==> config.mk <==
export PLATFORM = sky130hd
export DESIGN_NAME = fighter_state_fsm
export DESIGN_NICKNAME = d
export VERILOG_FILES = /design/src/rtl/fighter_state_fsm.sv
export SDC_FILE = /design/constraint.sdc
export NUM_CORES = 1
export LEC_CHECK = 0
export BUFFER_PORTS_ARGS = -buffer_cell sky130_fd_sc_hd__buf_2
export CAP_MARGIN = 30
export CORE_MARGIN = 3
export CORE_UTILIZATION = 53
export DETAILED_ROUTE_END_ITERATION = 10
export PLACE_DENSITY = 0.75
export SLEW_MARGIN = 20
export SYNTH_ARGS = -nofsm -noshare
export SYNTH_HDL_FRONTEND = slang
export SYNTH_SLANG_ARGS = --single-unit
==> constraint.sdc <==
create_clock -name clk -period 2.8 [get_ports clk]
set_clock_uncertainty 0.1 [all_clocks]
set_input_delay 0 -clock clk [delete_from_list [all_inputs] [get_ports clk]]
set_output_delay 0 -clock clk [all_outputs]
set_load 0.05 [all_outputs]
==> src/rtl/fighter_state_fsm.sv <==
// Per-player fighter character state machine for footsies.
// Turns buttons and collision events into movement, attack, hitstun and blockstun states.
module fighter_state_fsm #(
    parameter int IS_MIRRORED = 0,
    parameter int ATK_START   = 5,
    parameter int ATK_ACTIVE  = 2,
    parameter int ATK_RECOV   = 16,
    parameter int DIR_START   = 4,
    parameter int DIR_ACTIVE  = 3,
    parameter int DIR_RECOV   = 15,
    parameter int HITSTUN     = 15,
    parameter int BLOCKSTUN   = 10
) (
    input  logic       clk,
    input  logic       rst,
    input  logic       frame_tick,
    input  logic       btn_left,
    input  logic       btn_right,
    input  logic       btn_attack,
    input  logic       hit_received,
    input  logic       block_received,
    output logic [3:0] state,
    output logic       attack_active,
    output logic [4:0] frame_cnt
);

    typedef enum logic [3:0] {
        IDLE    = 4'd0,
        BACK    = 4'd1,
        FWD     = 4'd2,
        ATK_S   = 4'd3,
        ATK_A   = 4'd4,
        ATK_R   = 4'd5,
        DIR_S   = 4'd6,
        DIR_A   = 4'd7,
        DIR_R   = 4'd8,
        HIT     = 4'd9,
        BLK     = 4'd10
    } fstate_t;

    localparam logic [4:0] L_ATK_START  = 5'(ATK_START - 1);
    localparam logic [4:0] L_ATK_ACTIVE = 5'(ATK_ACTIVE - 1);
    localparam logic [4:0] L_ATK_RECOV  = 5'(ATK_RECOV - 1);
    localparam logic [4:0] L_DIR_START  = 5'(DIR_START - 1);
    localparam logic [4:0] L_DIR_ACTIVE = 5'(DIR_ACTIVE - 1);
    localparam logic [4:0] L_DIR_RECOV  = 5'(DIR_RECOV - 1);
    localparam logic [4:0] L_HITSTUN    = 5'(HITSTUN - 1);
    localparam logic [4:0] L_BLOCKSTUN  = 5'(BLOCKSTUN - 1);

    fstate_t    state_q;
    fstate_t    state_d;
    logic [4:0] cnt_q;
    logic [4:0] cnt_d;
    logic       act_q;
    logic       hit_flag;
    logic       blk_flag;
    logic       atk_prev;

    logic       hit_evt;
    logic       blk_evt;
    logic       atk_edge;
    logic       fwd;
    logic       bwd;

    // A pulse landing on the tick cycle is folded into that tick.
    assign hit_evt  = hit_flag | hit_received;
    assign blk_evt  = blk_flag | block_received;
    assign atk_edge = btn_attack & ~atk_prev;
    assign fwd      = (IS_MIRRORED != 0) ? btn_left : btn_right;
    assign bwd      = (IS_MIRRORED != 0) ? btn_right : btn_left;

    always_ff @(posedge clk) begin
        if (rst) begin
            state_q  <= IDLE;
            cnt_q    <= '0;
            act_q    <= 1'b0;
            hit_flag <= 1'b0;
            blk_flag <= 1'b0;
            atk_prev <= 1'b1;
        end else if (frame_tick) begin
            state_q  <= state_d;
            cnt_q    <= cnt_d;
            act_q    <= (state_d == ATK_A) || (state_d == DIR_A);
            hit_flag <= 1'b0;
            blk_flag <= 1'b0;
            atk_prev <= btn_attack;
        end else begin
            hit_flag <= hit_flag | hit_received;
            blk_flag <= blk_flag | block_received;
        end
    end

    always_comb begin
        state_d = state_q;
        cnt_d   = cnt_q;
        if (hit_evt) begin
            state_d = HIT;
            cnt_d   = L_HITSTUN;
        end else if (blk_evt) begin
            state_d = BLK;
            cnt_d   = L_BLOCKSTUN;
        end else begin
            case (state_q)
                IDLE, BACK, FWD: begin
                    cnt_d = '0;
                    if (atk_edge && (fwd ^ bwd)) begin
                        state_d = DIR_S;
                        cnt_d   = L_DIR_START;
                    end else if (atk_edge) begin
                        state_d = ATK_S;
                        cnt_d   = L_ATK_START;
                    end else if (fwd && !bwd) begin
                        state_d = FWD;
                    end else if (bwd && !fwd) begin
                        state_d = BACK;
                    end else begin
                        state_d = IDLE;
                    end
                end
                ATK_S, ATK_A, ATK_R,
                DIR_S, DIR_A, DIR_R,
                HIT, BLK: begin
                    if (cnt_q != 5'd0) begin
                        cnt_d = cnt_q - 5'd1;
                    end else begin
                        case (state_q)
                            ATK_S: begin
                                state_d = ATK_A;
                                cnt_d   = L_ATK_ACTIVE;
                            end
                            ATK_A: begin
                                state_d = ATK_R;
                                cnt_d   = L_ATK_RECOV;
                            end
                            DIR_S: begin
                                state_d = DIR_A;
                                cnt_d   = L_DIR_ACTIVE;
                            end
                            DIR_A: begin
                                state_d = DIR_R;
                                cnt_d   = L_DIR_RECOV;
                            end
                            default: begin
                                state_d = IDLE;
                                cnt_d   = '0;
                            end
                        endcase
                    end
                end
                default: begin
                    state_d = IDLE;
                    cnt_d   = '0;
                end
            endcase
        end
    end

    assign state         = state_q;
    assign frame_cnt     = cnt_q;
    assign attack_active = act_q;

endmodule

==> metrics.txt <==
# TYPE chip_impl_metric gauge
chip_impl_metric{name="grt_max_degree",unit=""} 17
chip_impl_metric{name="grt-ovfl-total",unit=""} 0
chip_impl_metric{name="critPathMaxFanout",unit=""} 7
chip_impl_metric{name="dr.pass1.iters",unit=""} 4
chip_impl_metric{name="cp_required",unit="ps"} 2880
chip_impl_metric{name="postCtsSetupRepairBufs",unit=""} 0
chip_impl_metric{name="number_of_synthesized_flops_with_an_enable_pin",unit=""} 0
chip_impl_metric{name="initial_antenna_violation_count",unit=""} 0
chip_impl_metric{name="ios",unit=""} 18
chip_impl_info{name="crit_path_start_kind",value="register"} 1
chip_impl_metric{name="final_area",unit="µm²"} 1127
chip_impl_info{name="clock-root-buffer",value="sky130_fd_sc_hd__clkbuf_4"} 1
chip_impl_metric{name="synth-warning-count",unit=""} 0
chip_impl_metric{name="vias_after_detailed_routing",unit=""} 1019
chip_impl_metric{name="clock_sinks",unit=""} 13
chip_impl_metric{name="max_cap_violations",unit=""} 0
chip_impl_metric{name="avgRoutedWirePerCell",unit="µm"} 14.51
chip_impl_metric{name="globalplace.congestion",unit=""} 0.9391
chip_impl_metric{name="buffer_ports.inserted",unit=""} 17
chip_impl_metric{name="synth_seq_cells",unit=""} 13
chip_impl_metric{name="finalMaxSlewViolations",unit=""} 0
chip_impl_metric{name="nets",unit=""} 161
chip_impl_metric{name="worstPathBufferInverterCount",unit=""} 1
chip_impl_info{name="synth.cells.most_frequent",value="sky130_fd_sc_hd__nor2_1 (16), sky130_fd_sc_hd__dfxtp_1 (13), sky130_fd_sc_hd__nand2_1 (10), sky130_fd_sc_hd__nor3_1 (9), sky130_fd_sc_hd__o21ai_0 (9)"} 1
chip_impl_metric{name="worst_pin_slew",unit="ps"} 523.8
chip_impl_metric{name="cellLeakagePower",unit="nW"} 0.4907
chip_impl_info{name="worst_hold_path_type",value="in -> reg"} 1
chip_impl_info{name="grt_setup_unrepaired",value="no"} 1
chip_impl_metric{name="cts.clk_slew.worst_paths",unit="ps"} 80
chip_impl_metric{name="clk_latency",unit="ps"} 280
chip_impl_info{name="outcome",value="completed"} 1
chip_impl_metric{name="tritoncts.num_buffers",unit=""} 3
chip_impl_metric{name="grtUsageMet3",unit="%"} 4.059
chip_impl_metric{name="cp_data_arrival_time",unit="ps"} 2620
chip_impl_info{name="timing.rr.start",value="frame_cnt[0]$_SDFFE_PP0P_"} 1
chip_impl_metric{name="syn-num-nets",unit=""} 138
chip_impl_metric{name="fraction_of_met2_tracks_used_by_global_routing",unit="%"} 39.31
chip_impl_metric{name="drt_wl_total",unit="mm"} 2.511
chip_impl_metric{name="report.power.total",unit="mW"} 0.4972
chip_impl_info{name="postSynth.topFlopCell",value="sky130_fd_sc_hd__dfxtp_1"} 1
chip_impl_metric{name="setup_tns",unit="ps"} 0
chip_impl_metric{name="die_h",unit="µm"} 48.14
chip_impl_metric{name="synth-async-reset-ratio",unit="%"} 0
chip_impl_metric{name="cts_resized",unit=""} 0
chip_impl_metric{name="finalSetupViolations",unit=""} 0
chip_impl_metric{name="die_x",unit="µm"} 48.14
chip_impl_info{name="launch_point_of_the_worst_path",value="frame_cnt[0]$_SDFFE_PP0P_"} 1
chip_impl_metric{name="finalCritPeriodShare",unit="%"} 90.96
chip_impl_metric{name="cts_hold_buf",unit=""} 6
chip_impl_metric{name="critical_path_depth",unit=""} 7
chip_impl_metric{name="floorplan_die_area",unit="µm²"} 2317
chip_impl_metric{name="worst_slew_margin_rel",unit="%"} 65.03
chip_impl_info{name="timing_worst_setup_path_type",value="reg -> reg"} 1
chip_impl_metric{name="grtUsageMet1",unit="%"} 33.48
chip_impl_metric{name="critical-path-max-stage-delay",unit="ps"} 560
chip_impl_metric{name="synth.yosys.seq_area_share",unit="%"} 27.66
chip_impl_metric{name="dpl.hpwl",unit="mm"} 1.734
chip_impl_metric{name="synth_largest_type_area_fraction",unit="%"} 27.66
chip_impl_info{name="yosysMostFrequentCell",value="sky130_fd_sc_hd__nor2_1"} 1
chip_impl_metric{name="final_hold_violating_endpoints",unit=""} 0
chip_impl_info{name="largest_area_contributor_in_the_synthesized_netlist",value="sky130_fd_sc_hd__dfxtp_1"} 1
chip_impl_metric{name="remaining_drc_errors",unit=""} 0
chip_impl_metric{name="ctsLongestPathBuffers",unit=""} 2
chip_impl_metric{name="utilization_of_the_core_after_routing",unit="%"} 70.72
chip_impl_info{name="yosys-top-cells-area",value="sky130_fd_sc_hd__dfxtp_1 (28%), sky130_fd_sc_hd__nor2_1 (6.4%), sky130_fd_sc_hd__nor3_1 (4.8%)"} 1
chip_impl_metric{name="core_footprint",unit="µm²"} 1594
chip_impl_metric{name="cts_htree_levels",unit=""} 1
chip_impl_metric{name="post_dp_cell_area",unit="µm²"} 1041
chip_impl_metric{name="worstRegToRegCells",unit=""} 7
chip_impl_metric{name="global_route_wire_length_before_repair",unit="mm"} 4.015
chip_impl_metric{name="groute.usage.overall",unit="%"} 24.74
chip_impl_info{name="endpoint",value="attack_active$_SDFFE_PP0P_"} 1
chip_impl_metric{name="hold-worst-slack",unit="ps"} 114.3
chip_impl_metric{name="detail_route.iter0.violations",unit=""} 54
chip_impl_metric{name="clock.fmax",unit="GHz"} 0.3926
chip_impl_metric{name="post_synth.cell_area_avg",unit="µm²"} 7.409
chip_impl_info{name="busiest_layer",value="met2"} 1
chip_impl_info{name="crit_chain",value="inv_1, ha_1, or4b_1, o2111a_1, or4_4, xnor2_1, a32o_1"} 1
chip_impl_metric{name="vdd_drop_max",unit="µV"} 320.4
chip_impl_info{name="cts_tree",value="built"} 1
chip_impl_metric{name="area_growth",unit="%"} 19.81
chip_impl_metric{name="n_antenna_cell",unit=""} 0
chip_impl_info{name="timing.critical_path.slowest_stage_cell",value="sky130_fd_sc_hd__or4b_1"} 1
chip_impl_metric{name="grt_pass1_vias",unit=""} 925
chip_impl_metric{name="drt-vias-per-instance",unit=""} 5.890
chip_impl_metric{name="synthCells",unit=""} 127
chip_impl_info{name="worst_r2r_endpoint",value="attack_active$_SDFFE_PP0P_"} 1
chip_impl_metric{name="drtAntennaViolNets",unit=""} 0
chip_impl_metric{name="start_util",unit="%"} 59.03
chip_impl_info{name="timing.critical_path.max_delay_family",value="simple AND/OR/NAND/NOR gates"} 1
chip_impl_metric{name="period_minus_slack",unit="ps"} 2547
chip_impl_metric{name="drive_above_1_share",unit="%"} 18.12
chip_impl_metric{name="fp-row-count",unit=""} 14
chip_impl_metric{name="r2r_slack",unit="ps"} 250
chip_impl_info{name="setup.worst_path.end_class",value="register"} 1
chip_impl_metric{name="synth_area",unit="µm²"} 940.9
chip_impl_metric{name="post_synth_num_cell_types",unit=""} 41
chip_impl_metric{name="power.density",unit="nW/µm²"} 441.1
==> power by group <==
| part | switching [mW] | internal (mW) |
|---|---|---|
| registers | 0.0197 | 0.195 |
| clock network | 0.0626 | 0.0553 |
| logic | 0.100 | 0.0643 |
==> area by class of cell <==
class | instances | area (µm²)
Timing Repair Buffer | 26 | 167.7
Clock buffer | 4 | 26.28
Multi-Input combinational cell | 98 | 613.1
Tap cell | 24 | 30.03
Inverter | 8 | 30.03
Sequential cell | 13 | 260.3
Fill cell | 150 | 466.7
==> cells by family (layout without fill, tap and decap cells) <==
logic type	count (synthesis)	after routing	share of synthesized area, %
buffers and inverters	16	38	7.181
flip-flops	13	13	27.66
AO/OA/AOI/OAI	41	41	30.59
XOR/XNOR	2	2	1.862
adder cells (fa/ha/maj)	3	3	3.990
multiplexers	1	1	1.064
AND/OR/NAND/NOR	51	51	27.66
==> cell usage in the layout (no fill, tap or decap), drive strengths merged, types with 4 or more instances in the layout <==
master and n:
clkbuf 4, a211oi 4, o21ai 9, buf 20, nand2 10, inv 8
nand2b 4, dlygate4sd3 6, nor2 16, nor3 9, dfxtp 13, a21oi 8
==> per-stage QoR <==
stage,setup WS (ps),std cells
detailed placement,316.9,163
global route,123.7,173
finish,253.0,173
floorplan,181.8,127
CTS,283.5,173
global placement,342.5,163
==> state kept, by name, indices dropped and copies added (netlist names) <==
signal         count
frame_cnt          5
state              4
atk_prev           1
attack_active      1
blk_flag           1
hit_flag           1
==> tightest hold or removal path, delay by kind of cell <==
family | cells | cell delay (ps)
buffers and inverters | 1 | 90
adder cells (fa/ha/maj) | 1 | 160
AO/OA/AOI/OAI | 2 | 210
==> layer usage <==
metal | share of wire [%] | wire [µm]
met5 | 0 | 0
met4 | 1.7 | 43
met3 | 8.8 | 221
met2 | 47 | 1192
met1 | 42 | 1054
==> worst min path at each step <==
stage                          start                        end  cells after the start
after floorplan           btn_attack      atk_prev$_SDFFE_PP1P_                      1
after global placement    btn_attack      atk_prev$_SDFFE_PP1P_                      2
after CTS                  btn_right  frame_cnt[2]$_SDFFE_PP0P_                      4
after global routing       btn_right  frame_cnt[2]$_SDFFE_PP0P_                      4
final                      btn_right  frame_cnt[2]$_SDFFE_PP0P_                      4
after detailed placement  btn_attack      atk_prev$_SDFFE_PP1P_                      2
Note: power is estimated with default switching activity, not from simulation.
